[config.mk]
export PLATFORM = sky130hd
export DESIGN_NAME = clk_div_ctrl
export DESIGN_NICKNAME = d
export VERILOG_FILES = /design/src/rtl/clk_gen_pkg.sv /design/src/rtl/clk_div_cfg_slot.sv /design/src/rtl/clk_div_ctrl.sv
export SDC_FILE = /design/constraint.sdc
export NUM_CORES = 1
export LEC_CHECK = 0
export CORE_MARGIN = 2
export CORE_UTILIZATION = 36
export CTS_BUF_LIST = sky130_fd_sc_hd__clkbuf_2 sky130_fd_sc_hd__clkbuf_4 sky130_fd_sc_hd__clkbuf_8
export DETAILED_ROUTE_END_ITERATION = 10
export GPL_TIMING_DRIVEN = 0
export PLACE_DENSITY = 0.67
export REMOVE_ABC_BUFFERS = 1
export SLEW_MARGIN = 20
export SYNTH_ARGS = -nofsm -noshare
export SYNTH_HDL_FRONTEND = slang
export SYNTH_SLANG_ARGS = --single-unit
export TNS_END_PERCENT = 20
[constraint.sdc]
create_clock -name clk -period 3.98 [get_ports clk]
set_input_delay 0.796 -clock clk [delete_from_list [all_inputs] [get_ports clk]]
set_output_delay 0.796 -clock clk [all_outputs]
set_load 0.1 [all_outputs]
[src/rtl/clk_gen_pkg.sv]
// rtl/clk_gen_pkg.sv - shared types, constants and phase-length helpers for the clock divider
package clk_gen_pkg;

  typedef enum logic [1:0] {
    IDLE = 2'd0,
    HIGH = 2'd1,
    LOW  = 2'd2
  } state_t;

  localparam int MIN_DIV = 2;

  // High phase takes the extra cycle of an odd divisor.
  function automatic logic [31:0] lo_len(input logic [31:0] n);
    return n >> 1;
  endfunction

  function automatic logic [31:0] hi_len(input logic [31:0] n);
    return n - (n >> 1);
  endfunction

endpackage

[src/rtl/clk_div_cfg_slot.sv]
// rtl/clk_div_cfg_slot.sv - single-entry pending-divisor register with range check
module clk_div_cfg_slot
  import clk_gen_pkg::*;
#(
  parameter int CNT_W = 16
) (
  input  logic             clk,
  input  logic             rst,
  input  logic             cfg_valid,
  input  logic [CNT_W-1:0] cfg_div,
  output logic             cfg_ready,
  output logic             cfg_err,
  input  logic             take,
  output logic             pend_valid,
  output logic [CNT_W-1:0] pend_div
);

  logic accept;

  assign cfg_ready = ~pend_valid;
  assign accept    = cfg_valid & cfg_ready;

  // take only fires with a full slot and accept only with an empty one.
  always_ff @(posedge clk) begin
    if (rst) begin
      pend_valid <= 1'b0;
      pend_div   <= '0;
      cfg_err    <= 1'b0;
    end else begin
      cfg_err <= 1'b0;
      if (take) begin
        pend_valid <= 1'b0;
      end
      if (accept) begin
        if (32'(cfg_div) >= MIN_DIV) begin
          pend_valid <= 1'b1;
          pend_div   <= cfg_div;
        end else begin
          cfg_err <= 1'b1;
        end
      end
    end
  end

endmodule

[src/rtl/clk_div_ctrl.sv]
// rtl/clk_div_ctrl.sv - programmable clock divider with boundary-aligned divisor updates
module clk_div_ctrl
  import clk_gen_pkg::*;
#(
  parameter int CNT_W   = 16,
  parameter int DIV_RST = 2
) (
  input  logic             clk,
  input  logic             rst,
  input  logic             en,
  input  logic             cfg_valid,
  input  logic [CNT_W-1:0] cfg_div,
  output logic             cfg_ready,
  output logic             cfg_err,
  output logic             clk_out,
  output logic             tick,
  output logic             running,
  output logic [CNT_W-1:0] cur_div
);

  state_t           state_q, state_d;
  logic [CNT_W-1:0] cnt_q, cnt_d;
  logic [CNT_W-1:0] div_d;
  logic [CNT_W-1:0] start_div;
  logic             pend_valid;
  logic [CNT_W-1:0] pend_div;
  logic             take;
  logic             start;
  logic             tick_d, clk_out_d, running_d;

  clk_div_cfg_slot #(.CNT_W(CNT_W)) u_slot (
    .clk        (clk),
    .rst        (rst),
    .cfg_valid  (cfg_valid),
    .cfg_div    (cfg_div),
    .cfg_ready  (cfg_ready),
    .cfg_err    (cfg_err),
    .take       (take),
    .pend_valid (pend_valid),
    .pend_div   (pend_div)
  );

  always_ff @(posedge clk) begin
    if (rst) begin
      state_q <= IDLE;
      cnt_q   <= '0;
      cur_div <= CNT_W'(DIV_RST);
      clk_out <= 1'b0;
      tick    <= 1'b0;
      running <= 1'b0;
    end else begin
      state_q <= state_d;
      cnt_q   <= cnt_d;
      cur_div <= div_d;
      clk_out <= clk_out_d;
      tick    <= tick_d;
      running <= running_d;
    end
  end

  // A new period starts from IDLE, or at the end of LOW, only while en is held.
  always_comb begin
    state_d   = state_q;
    cnt_d     = cnt_q;
    div_d     = cur_div;
    take      = 1'b0;
    start_div = pend_valid ? pend_div : cur_div;
    start     = en & ((state_q == IDLE) | ((state_q == LOW) & (cnt_q == '0)));
    if (start) begin
      state_d = HIGH;
      div_d   = start_div;
      take    = pend_valid;
      cnt_d   = CNT_W'(hi_len(32'(start_div)) - 32'd1);
    end else begin
      unique case (state_q)
        IDLE: ;
        HIGH: begin
          if (cnt_q == '0) begin
            state_d = LOW;
            cnt_d   = CNT_W'(lo_len(32'(cur_div)) - 32'd1);
          end else begin
            cnt_d = cnt_q - CNT_W'(1);
          end
        end
        LOW: begin
          if (cnt_q == '0) begin
            state_d = IDLE;
          end else begin
            cnt_d = cnt_q - CNT_W'(1);
          end
        end
        default: state_d = IDLE;
      endcase
    end
  end

  always_comb begin
    tick_d    = start;
    clk_out_d = (state_d == HIGH);
    running_d = (state_d != IDLE);
  end

endmodule

==> impl_metrics.yaml <==
global_route:
  grt_max_degree: 42
  track_usage: 0.1853
  antenna_found_initial: 0
  grt_pass1_vias: 3425
  grt_overflow_total: 0
  grt_pass1_wl_um: 16930
clock_tree:
  clk_latency_ns: 0.33
  htree_levels: 2
  cts.path.max_buffers: 2
  clk_pin_slew_ns: 0.11
  cts_setup_buffers: 0
  root_buffer: "clkbuf_8"
  cts_tree: "yes"
  cts_num_sinks: 55
  cts_hold_buf: 0
  cts_buffers: 5
timing:
  drv_slew: 0
  min_period_ns: 3.539
  tightest_slew_ns: 0.9820
  skew_ns: 0.01036
  max_freq_mhz: 282.6
  post-route-period-util: 0.8892
  max_slew_margin: 0.3433
  rsz0062_at_grt: "false"
  setup_viol: 0
  hold_viol: 0
  setup_slack_ns: 0.4412
floorplanning:
  core_um2: 10180
  fp-row-count: 37
  die_w_um: 105.9
  start_util: 0.3673
  io_pins: 41
  fp.dieH_um: 105.9
  dieArea_um2: 11220
detailed_routing:
  dr.pass1.iters: 5
  vias_per_cell: 5.643
  wl_per_cell_um: 16.13
  highest_layer: "met4"
  wl_met2_um: 4702
  finalWirelength_um: 10130
  drt-initial-drc-count: 260
  met3_length_um: 423
  vias: 3544
  met1_length_um: 4846
  drtAntennaViolNets: 0
  drc_errors: 0
worst_setup_path:
  worstSetupPathType: "reg -> reg"
  cp.required_ns: 4.23
  setup.worst_path.start_class: "flop"
  path_max_fanout: 19
  setup.worst_path.end_class: "flop"
  cp_data_arrival_time_ns: 3.79
synthesis:
  synth-seq-cells: 55
  yosysWarnings: 0
  yosys.area.top_type: "dfxtp_1"
  async_reset_ff_frac: 0
  synth_top_area_share: 0.2943
  ys.flop_type: "dfxtp_1"
  syn_area_um2: 3741
  synthTopCellsByCount: "nor2_1 (62), dfxtp_1 (55), mux2i_1 (34), a21oi_1 (29), nand2_1 (28)"
  synth_cell_types: 58
  synth_cells: 468
  syn_area_per_cell_um2: 7.994
  yosys.cell_count.top_type: "nor2_1"
  synth_edf_count: 0
  synth-seq-area-share: 0.2943
  netlist_top_cells_area: "dfxtp_1 (29%), mux2i_1 (9.1%), nor2_1 (6.2%)"
placement:
  io_buffers: 40
  place_congestion: 0.9086
  placed_cell_area_um2: 4258
  place_hpwl_um: 7471
  place_ws_ns: -0.1335
  placed_cells: 620
final_layout:
  n_fill_cell: 1057
  area_growth_syn_to_layout_pct: 16.72
  fin_cells: 628
  antenna_cells: 0
  multiInputGateArea_um2: 2462
  fin_area_um2: 4367
  layout.nets: 530
  regArea_um2: 1102
  drive_gt1_frac: 0.05285
power:
  peakVddDrop_v: 0.0002153
  p_leak_nw: 1.787
  power.total_mw: 2.098
  powerDensity_nw_per_um2: 480.4
outcome:
  outcome: "completed"
hold_path:
  min_path_type: "reg -> reg"
flow_run:
  drv_cap: 0
[registers in the layout, summed over array words and instances (netlist names)]
name / cells
running: 1
u_slot.pend_div: 16
cnt_q: 16
tick: 1
u_slot.pend_valid: 1
clk_out: 1
state_q: 2
cur_div: 16
u_slot.cfg_err: 1
[per-layer routing]
layer	GRT usage	vias to the layer above
met1	0.2486	1680
met4	0.05733	0
met2	0.3041	97
li1	-	1754
met3	0.03188	13
met5	0	-
[through the flow]
step	util	hold WS, ns	TNS, ns
finish	0.4287	0.4896	0
global route	0.4287	0.5083	0
CTS	0.4283	0.4937	0
detailed placement	0.4181	0.4761	-0.1930
global placement	0.4136	0.4633	-0.8673
floorplan	-	0.4544	0
[worst max-delay path: stages (launching register included)]
cell	delay, ns
dfxtp_2	0.70
mux2_2	0.42
ha_1	0.25
fa_1	0.43
a211oi_1	0.33
nor3_1	0.11
a2111oi_2	0.47
o21ai_0	0.24
or3_1	0.34
a31oi_1	0.16
[final timing paths]
path           endpoint  slack [ns]              start  cells past startpoint
min reg2reg  cur_div[0]        0.49         cur_div[0]                      2
max reg2reg   cnt_q[12]        0.44  u_slot.pend_valid                      9
min          cur_div[0]        0.49         cur_div[0]                      2
max           cnt_q[12]        0.44  u_slot.pend_valid                      9
[power by group]
group / internal [mW] / switching, mW / total, mW / leakage, nW
Combinational: 0.390 / 0.624 / 1.01 / 1.28
Sequential: 0.623 / 0.108 / 0.731 / 0.454
Clock: 0.147 / 0.206 / 0.353 / 0.0533
[cell families after synthesis]
family / after synthesis / synth area share
buf+inv: 49 / 0.04950
mux: 35 / 0.09398
xor+xnor: 29 / 0.06789
compound gates: 121 / 0.2201
simple gates: 160 / 0.2087
fa+ha+maj: 19 / 0.06555
flops: 55 / 0.2943
[cell type report]
type	count	share of cell area
multi-input combinational	364	0.5639
sequential	55	0.2524
timing repair buffer	42	0.1014
tap	136	0.03897
inverter	23	0.01977
clock buffer	6	0.01891
clock inverter	2	0.004585
[cells in the final DEF (no fill, tap or decap), types with 2 or more instances in the layout]
| master | instances |
|---|---|
| xnor2_1 | 13 |
| nor2_1 | 62 |
| and3_1 | 5 |
| and4_1 | 2 |
| nor4b_1 | 3 |
| o21ai_0 | 17 |
| xor2_1 | 16 |
| clkdlybuf4s50_1 | 39 |
| a32oi_1 | 3 |
| a21o_1 | 7 |
| o31ai_1 | 4 |
| nor2b_1 | 3 |
| inv_1 | 23 |
| a21oi_1 | 29 |
| nor3_1 | 11 |
| and2_1 | 3 |
| or3_1 | 2 |
| a21boi_0 | 2 |
| dfxtp_1 | 54 |
| ha_1 | 18 |
| a31oi_1 | 4 |
| nand2b_1 | 2 |
| o22ai_1 | 4 |
| mux2i_1 | 34 |
| a2111oi_0 | 2 |
| or2_2 | 4 |
| nand2_1 | 28 |
| a211oi_1 | 24 |
| clkbuf_8 | 6 |
| or4_1 | 3 |
| or4_4 | 2 |
| nor4_1 | 9 |
| nand4_1 | 3 |
| nand3_1 | 14 |
| o211ai_1 | 7 |
[repair_timing]
action,in CTS,in global routing
cloned,0,0
setup endpoints to repair,2,1
resized for setup,1,1
Power figures use the tool's default switching activity.
